$ cat src/rtl/branch_pht.sv
// Branch direction predictor: PHT of 2-bit saturating counters, bimodal or gshare indexed.
// Latency: prediction is combinational (0 cycles); updates land at the clock edge ending the upd_valid cycle.
// Backpressure: none; one prediction and one update are accepted every cycle.
//
// Ports:
//   clk, rst            clock and synchronous active-high reset
//   pred_pc             PC of the instruction in IF
//   pred_taken/pred_idx predicted direction and the PHT index used (carried down the pipe)
//   upd_valid/upd_idx   one resolved-branch update per pulse, at the index carried from IF
//   upd_taken           actual outcome
//   upd_mispred         EX saw a wrong prediction (qualified by upd_valid)
//   perf_br_cnt         resolved branches, wraps
//   perf_mispred_cnt    mispredictions, wraps
module branch_pht #(
  parameter int         ENTRIES = 64,
  parameter int         IDX_W   = 6,
  parameter int         HIST_W  = 0,
  parameter logic [1:0] INIT    = 2'b11,
  parameter int         CNT_W   = 32
) (
  input  logic             clk,
  input  logic             rst,
  input  logic [31:0]      pred_pc,
  output logic             pred_taken,
  output logic [IDX_W-1:0] pred_idx,
  input  logic             upd_valid,
  input  logic [IDX_W-1:0] upd_idx,
  input  logic             upd_taken,
  input  logic             upd_mispred,
  output logic [CNT_W-1:0] perf_br_cnt,
  output logic [CNT_W-1:0] perf_mispred_cnt
);

  logic [1:0]       pht [ENTRIES];
  logic [IDX_W-1:0] hist_ext;

  // PC bits outside the index field do not take part in prediction.
  logic unused_pc_bits;
  assign unused_pc_bits = ^{pred_pc[31:IDX_W+2], pred_pc[1:0]};

  // Global history, zero-extended into the low index bits. Bimodal mode has no GHR.
  generate
    if (HIST_W == 0) begin : g_bimodal
      assign hist_ext = '0;
    end else begin : g_gshare
      logic [HIST_W-1:0] ghr;

      // Non-speculative: shifts only on resolution, never at prediction time.
      if (HIST_W == 1) begin : g_h1
        always_ff @(posedge clk) begin
          if (rst)            ghr <= '0;
          else if (upd_valid) ghr <= upd_taken;
        end
      end else begin : g_hn
        always_ff @(posedge clk) begin
          if (rst)            ghr <= '0;
          else if (upd_valid) ghr <= {ghr[HIST_W-2:0], upd_taken};
        end
      end

      assign hist_ext = IDX_W'(ghr);
    end
  endgenerate

  // Prediction reads the registered table, so a same-cycle update to the same
  // entry is not bypassed: IF sees the pre-update counter.
  assign pred_idx   = pred_pc[IDX_W+1:2] ^ hist_ext;
  assign pred_taken = pht[pred_idx][1];

  // Update uses the index carried with the instruction, never a recomputed one,
  // so history movement between predict and resolve cannot misdirect the write.
  always_ff @(posedge clk) begin
    if (rst) begin
      for (int i = 0; i < ENTRIES; i++) pht[i] <= INIT;
    end else if (upd_valid) begin
      if (upd_taken) begin
        if (pht[upd_idx] != 2'b11) pht[upd_idx] <= pht[upd_idx] + 2'd1;
      end else begin
        if (pht[upd_idx] != 2'b00) pht[upd_idx] <= pht[upd_idx] - 2'd1;
      end
    end
  end

  always_ff @(posedge clk) begin
    if (rst) begin
      perf_br_cnt      <= '0;
      perf_mispred_cnt <= '0;
    end else if (upd_valid) begin
      perf_br_cnt <= perf_br_cnt + CNT_W'(1);
      if (upd_mispred) perf_mispred_cnt <= perf_mispred_cnt + CNT_W'(1);
    end
  end

endmodule

$ cat config.mk
export PLATFORM = sky130hd
export DESIGN_NAME = branch_pht
export DESIGN_NICKNAME = d
export VERILOG_FILES = /design/src/rtl/branch_pht.sv
export SDC_FILE = /design/constraint.sdc
export NUM_CORES = 1
export LEC_CHECK = 0
export ABC_CLOCK_PERIOD_IN_PS = 3400
export CAP_MARGIN = 15
export CORE_MARGIN = 5
export CORE_UTILIZATION = 57
export CTS_CLUSTER_DIAMETER = 50
export DETAILED_ROUTE_END_ITERATION = 8
export PLACE_DENSITY = 0.81
export SLEW_MARGIN = 20
export SYNTH_ARGS = -nofsm -noshare
export SYNTH_HDL_FRONTEND = slang
export SYNTH_SLANG_ARGS = --single-unit
$ cat constraint.sdc
create_clock -name clk -period 3.4 [get_ports clk]
set_input_delay 0.34 -clock clk [delete_from_list [all_inputs] [get_ports clk]]
set_output_delay 0.34 -clock clk [all_outputs]
set_load 0.02 [all_outputs]
==> results of run 1 <==
[cell usage in the layout (no fill, tap or decap), types with 7 or more instances in the layout]
master             n
mux4_2            31
clkbuf_16         19
and3_1            20
nand3_1           93
nor2b_1           14
nand4_1           11
a31o_1            60
edfxtp_1         128
clkdlybuf4s50_1   83
a21oi_1           13
xnor2_1           13
mux2i_1           15
xor2_1            41
nand2b_1          14
o21ai_0           15
nor2_1            80
buf_12             8
or3_1              8
a22oi_1            7
buf_4             84
a221oi_1          11
nand2_1          117
dfxtp_1           64
and2_1             8
[cells in the mapped netlist (13+ instances only)]
| library cell | instances |
|---|---|
| edfxtp_1 | 128 |
| nand2_1 | 117 |
| nand3_1 | 93 |
| nor2_1 | 80 |
| dfxtp_1 | 64 |
| a31o_1 | 60 |
| xor2_1 | 41 |
| clkbuf_1 | 39 |
| mux4_2 | 31 |
| and3_1 | 20 |
| nor2b_1 | 18 |
| buf_2 | 16 |
| mux2i_1 | 15 |
| o21ai_0 | 15 |
| nand2b_1 | 14 |
| a21oi_1 | 13 |
| xnor2_1 | 13 |
[sequential cells by signal, summed over array words and instances (netlist names)]
name and count:
perf_mispred_cnt 32, perf_br_cnt 32, pht 128
[repair_timing]
item | 4_1_cts | 5_1_grt
setup endpoints to repair | 1 | 24
gates resized for setup | 1 | 4
cloned | 0 | 0
[tightest hold or removal path: stages, from the launching register on]
cell and delay [ns]:
dfxtp_1 0.33, o21ai_0 0.08, a21oi_1 0.06
[kinds of logic after synthesis]
logic type               count (synthesis)  share of synthesized area [%]
AO/OA/AOI/OAI                          144                           11.3
buffers and inverters                   88                           4.62
adder cells (fa/ha/maj)                  2                          0.248
XOR/XNOR                                54                           4.68
flip-flops                             192                           50.8
AND/OR/NAND/NOR                        402                           19.4
multiplexers                            51                           8.96
[report_power, final]
part / total, mW / switching, mW / leakage [nW] / internal, mW
sequential: 2.50 / 0.0116 / 1.41 / 2.49
clock: 1.99 / 0.894 / 0.294 / 1.09
combinational: 0.671 / 0.414 / 2.12 / 0.257
[per-layer routing]
metal	vias to the layer above	GRT usage (%)	share of wire, %
met5	-	0	0
met4	0	13.6	4.7
met3	98	8.84	11
met2	557	45.6	47
met1	3979	37.0	37
li1	3686	-	-
[stage by stage]
step / instance area (sq um) / hold slack (ns) / utilization [%] / total power [mW] / worst slack, ns
after floorplan: 10100 / 0.503 / - / 2.96 / 0.239
after global placement: 11600 / 0.480 / 66.9 / 3.19 / -0.225
after detailed placement: 11600 / 0.495 / 66.9 / 3.21 / -0.295
after CTS: 12200 / 0.513 / 70.3 / 5.15 / 0.120
after global routing: 12200 / 0.543 / 70.3 / 5.28 / 0.0465
final: 12200 / 0.510 / 70.3 / 5.16 / 0.114
[worst max path at each step]
stage	start	endpoint	slack, ns	cells past startpoint
global placement	upd_idx[0]	pht[25][0]$_SDFFCE_PN1P_	-0.23	12
detailed placement	upd_idx[0]	pht[33][0]$_SDFFCE_PN1P_	-0.30	12
global route	upd_idx[0]	pht[42][0]$_SDFFCE_PN1P_	0.05	12
floorplan	pred_pc[2]	pred_taken	0.24	5
finish	pred_pc[2]	pred_taken	0.11	6
CTS	pred_pc[2]	pred_taken	0.12	6
[layout make-up]
class / instances / area, sq um / share of cell area [%]
Multi-Input combinational cell: 653 / 4550 / 37.2
Tap cell: 225 / 282 / 2.31
Inverter: 6 / 22.5 / 0.185
Clock buffer: 23 / 522 / 4.28
Timing Repair Buffer: 178 / 1640 / 13.4
Sequential cell: 192 / 5120 / 42.0
Clock inverter: 9 / 67.6 / 0.554
==> results.yml, run 1 <==
run_status:
  outcome: "finished, final reports clean"
sta:
  worstMarginPinSlew_ns: 0.790
  rsz0062_at_grt: "no"
  slew_violations: 0
  clock.fmax_mhz: 304
  hold_violations: 0
  fin_tns_setup_ns: 0
  finalSetupViolations: 0
  timing.slew.headroom_pct: 47.3
  fin_crit_ns: 3.29
  finClkSkew_ns: 0.0111
  period_share_pct: 96.6
hold_path:
  hold_path_depth: 2
  hold_path_end: "perf_br_cnt[16]$_SDFFE_PP0P_"
  min_path_type: "reg -> reg"
  min_from: "perf_br_cnt[16]$_SDFFE_PP0P_"
finish:
  drive_above_1_share_pct: 17.2
  antenna-diode-count: 0
  fin_cells: 1286
  area_growth_syn_to_layout_pct: 20.9
  fin_nets: 1093
  nFillCells: 1253
worst_setup_path:
  path_cells: "clkdlybuf4s50_1 > buf_12 > mux4_2 > mux4_2 > mux4_2 > dlygate4sd2_1"
  crit_buf_inv: 3
  r2r_cells: 9
  cp_slowest_stage_delay_ns: 0.55
  worst_r2r_endpoint: "pht[18][0]$_SDFFCE_PN1P_"
  required_ns: 3.06
  cp_slowest_cell: "mux4_2"
  crit_top_cell: "mux4_2"
  crit_arrival_ns: 2.95
  crit_type: "in -> out"
  cp-start-kind: "input port"
  crit_path_end_kind: "output pin"
  crit_family: "multiplexers"
  r2r_start: "pht[8][1]$_SDFFCE_PN1P_"
  cp_max_fo: 13
  r2r_slack_ns: 0.42
place:
  io_buffers: 87
  place_inst: 1254
  dpl.hpwl_microns: 20400
  globalplace.congestion: 0.967
drt:
  drc: 0
  wl_per_cell_microns: 22.7
  first_pass_iters: 5
  drt-vias-per-instance: 6.47
  drt-total-wl_microns: 29200
  ant_nets: 0
  vias: 8320
  drt_iter0_drc: 946
floorplanning:
  ios: 114
  die_h_microns: 143
  die_x_microns: 143
  initial_utilization_pct: 58.2
  core_area_sq_mm: 0.0174
  dieArea_sq_mm: 0.0205
  std_cell_rows: 48
synth:
  ys.flop_type: "edfxtp_1"
  netlist.area_leader.share_pct: 38.1
  synthDistinctLibCells: 65
  synth-edff-count: 128
  avgSynthCellArea_sq_um: 10.8
  syn_nets: 978
  ys_warn_count: 0
  synthArstFlopShare_pct: 0
  synthCells: 933
  synth_area_sq_mm: 0.0101
  synth_top_area_cell: "edfxtp_1"
  yosysSeqAreaShare_pct: 50.8
  ys_seq_elements: 192
  synth_area_leaders: "edfxtp_1 38%, dfxtp_1 13%, mux4_2 6.9%"
clocking:
  path_clk_slew_ns: 0.06
  hold_buffers: 0
  clk_latency_ns: 0.44
  cts-root-buf: "clkbuf_16"
  postCtsSetupBuffers: 0
  cts_tree: "done"
  clock_sinks: 192
  h-tree-depth: 4
  cts_buffer_depth: 2
  cts_made_buffers: 17
job:
  drv_cap: 0
global_routing:
  overflow: 0
  grt_pass1_vias: 8271
  grt_max_degree: 68
  grt_antenna_before_repair: 0
  grt_usage_pct: 29.0
  grt_pass1_wl_microns: 45300
pwr:
  powerDensity_mw_per_mm2: 423
  p_leak_nw: 3.82
  vdd_drop_max_uv: 393
(Power assumes the default switching activity.)
==> inputs of run 2 (changes only) <==
- HOLD_SLACK_MARGIN: unset -> 0.12
- SLEW_MARGIN: 20 -> unset
==> results of run 2 <==
The final DEF is identical to that of run 1; final timing and power are the same.
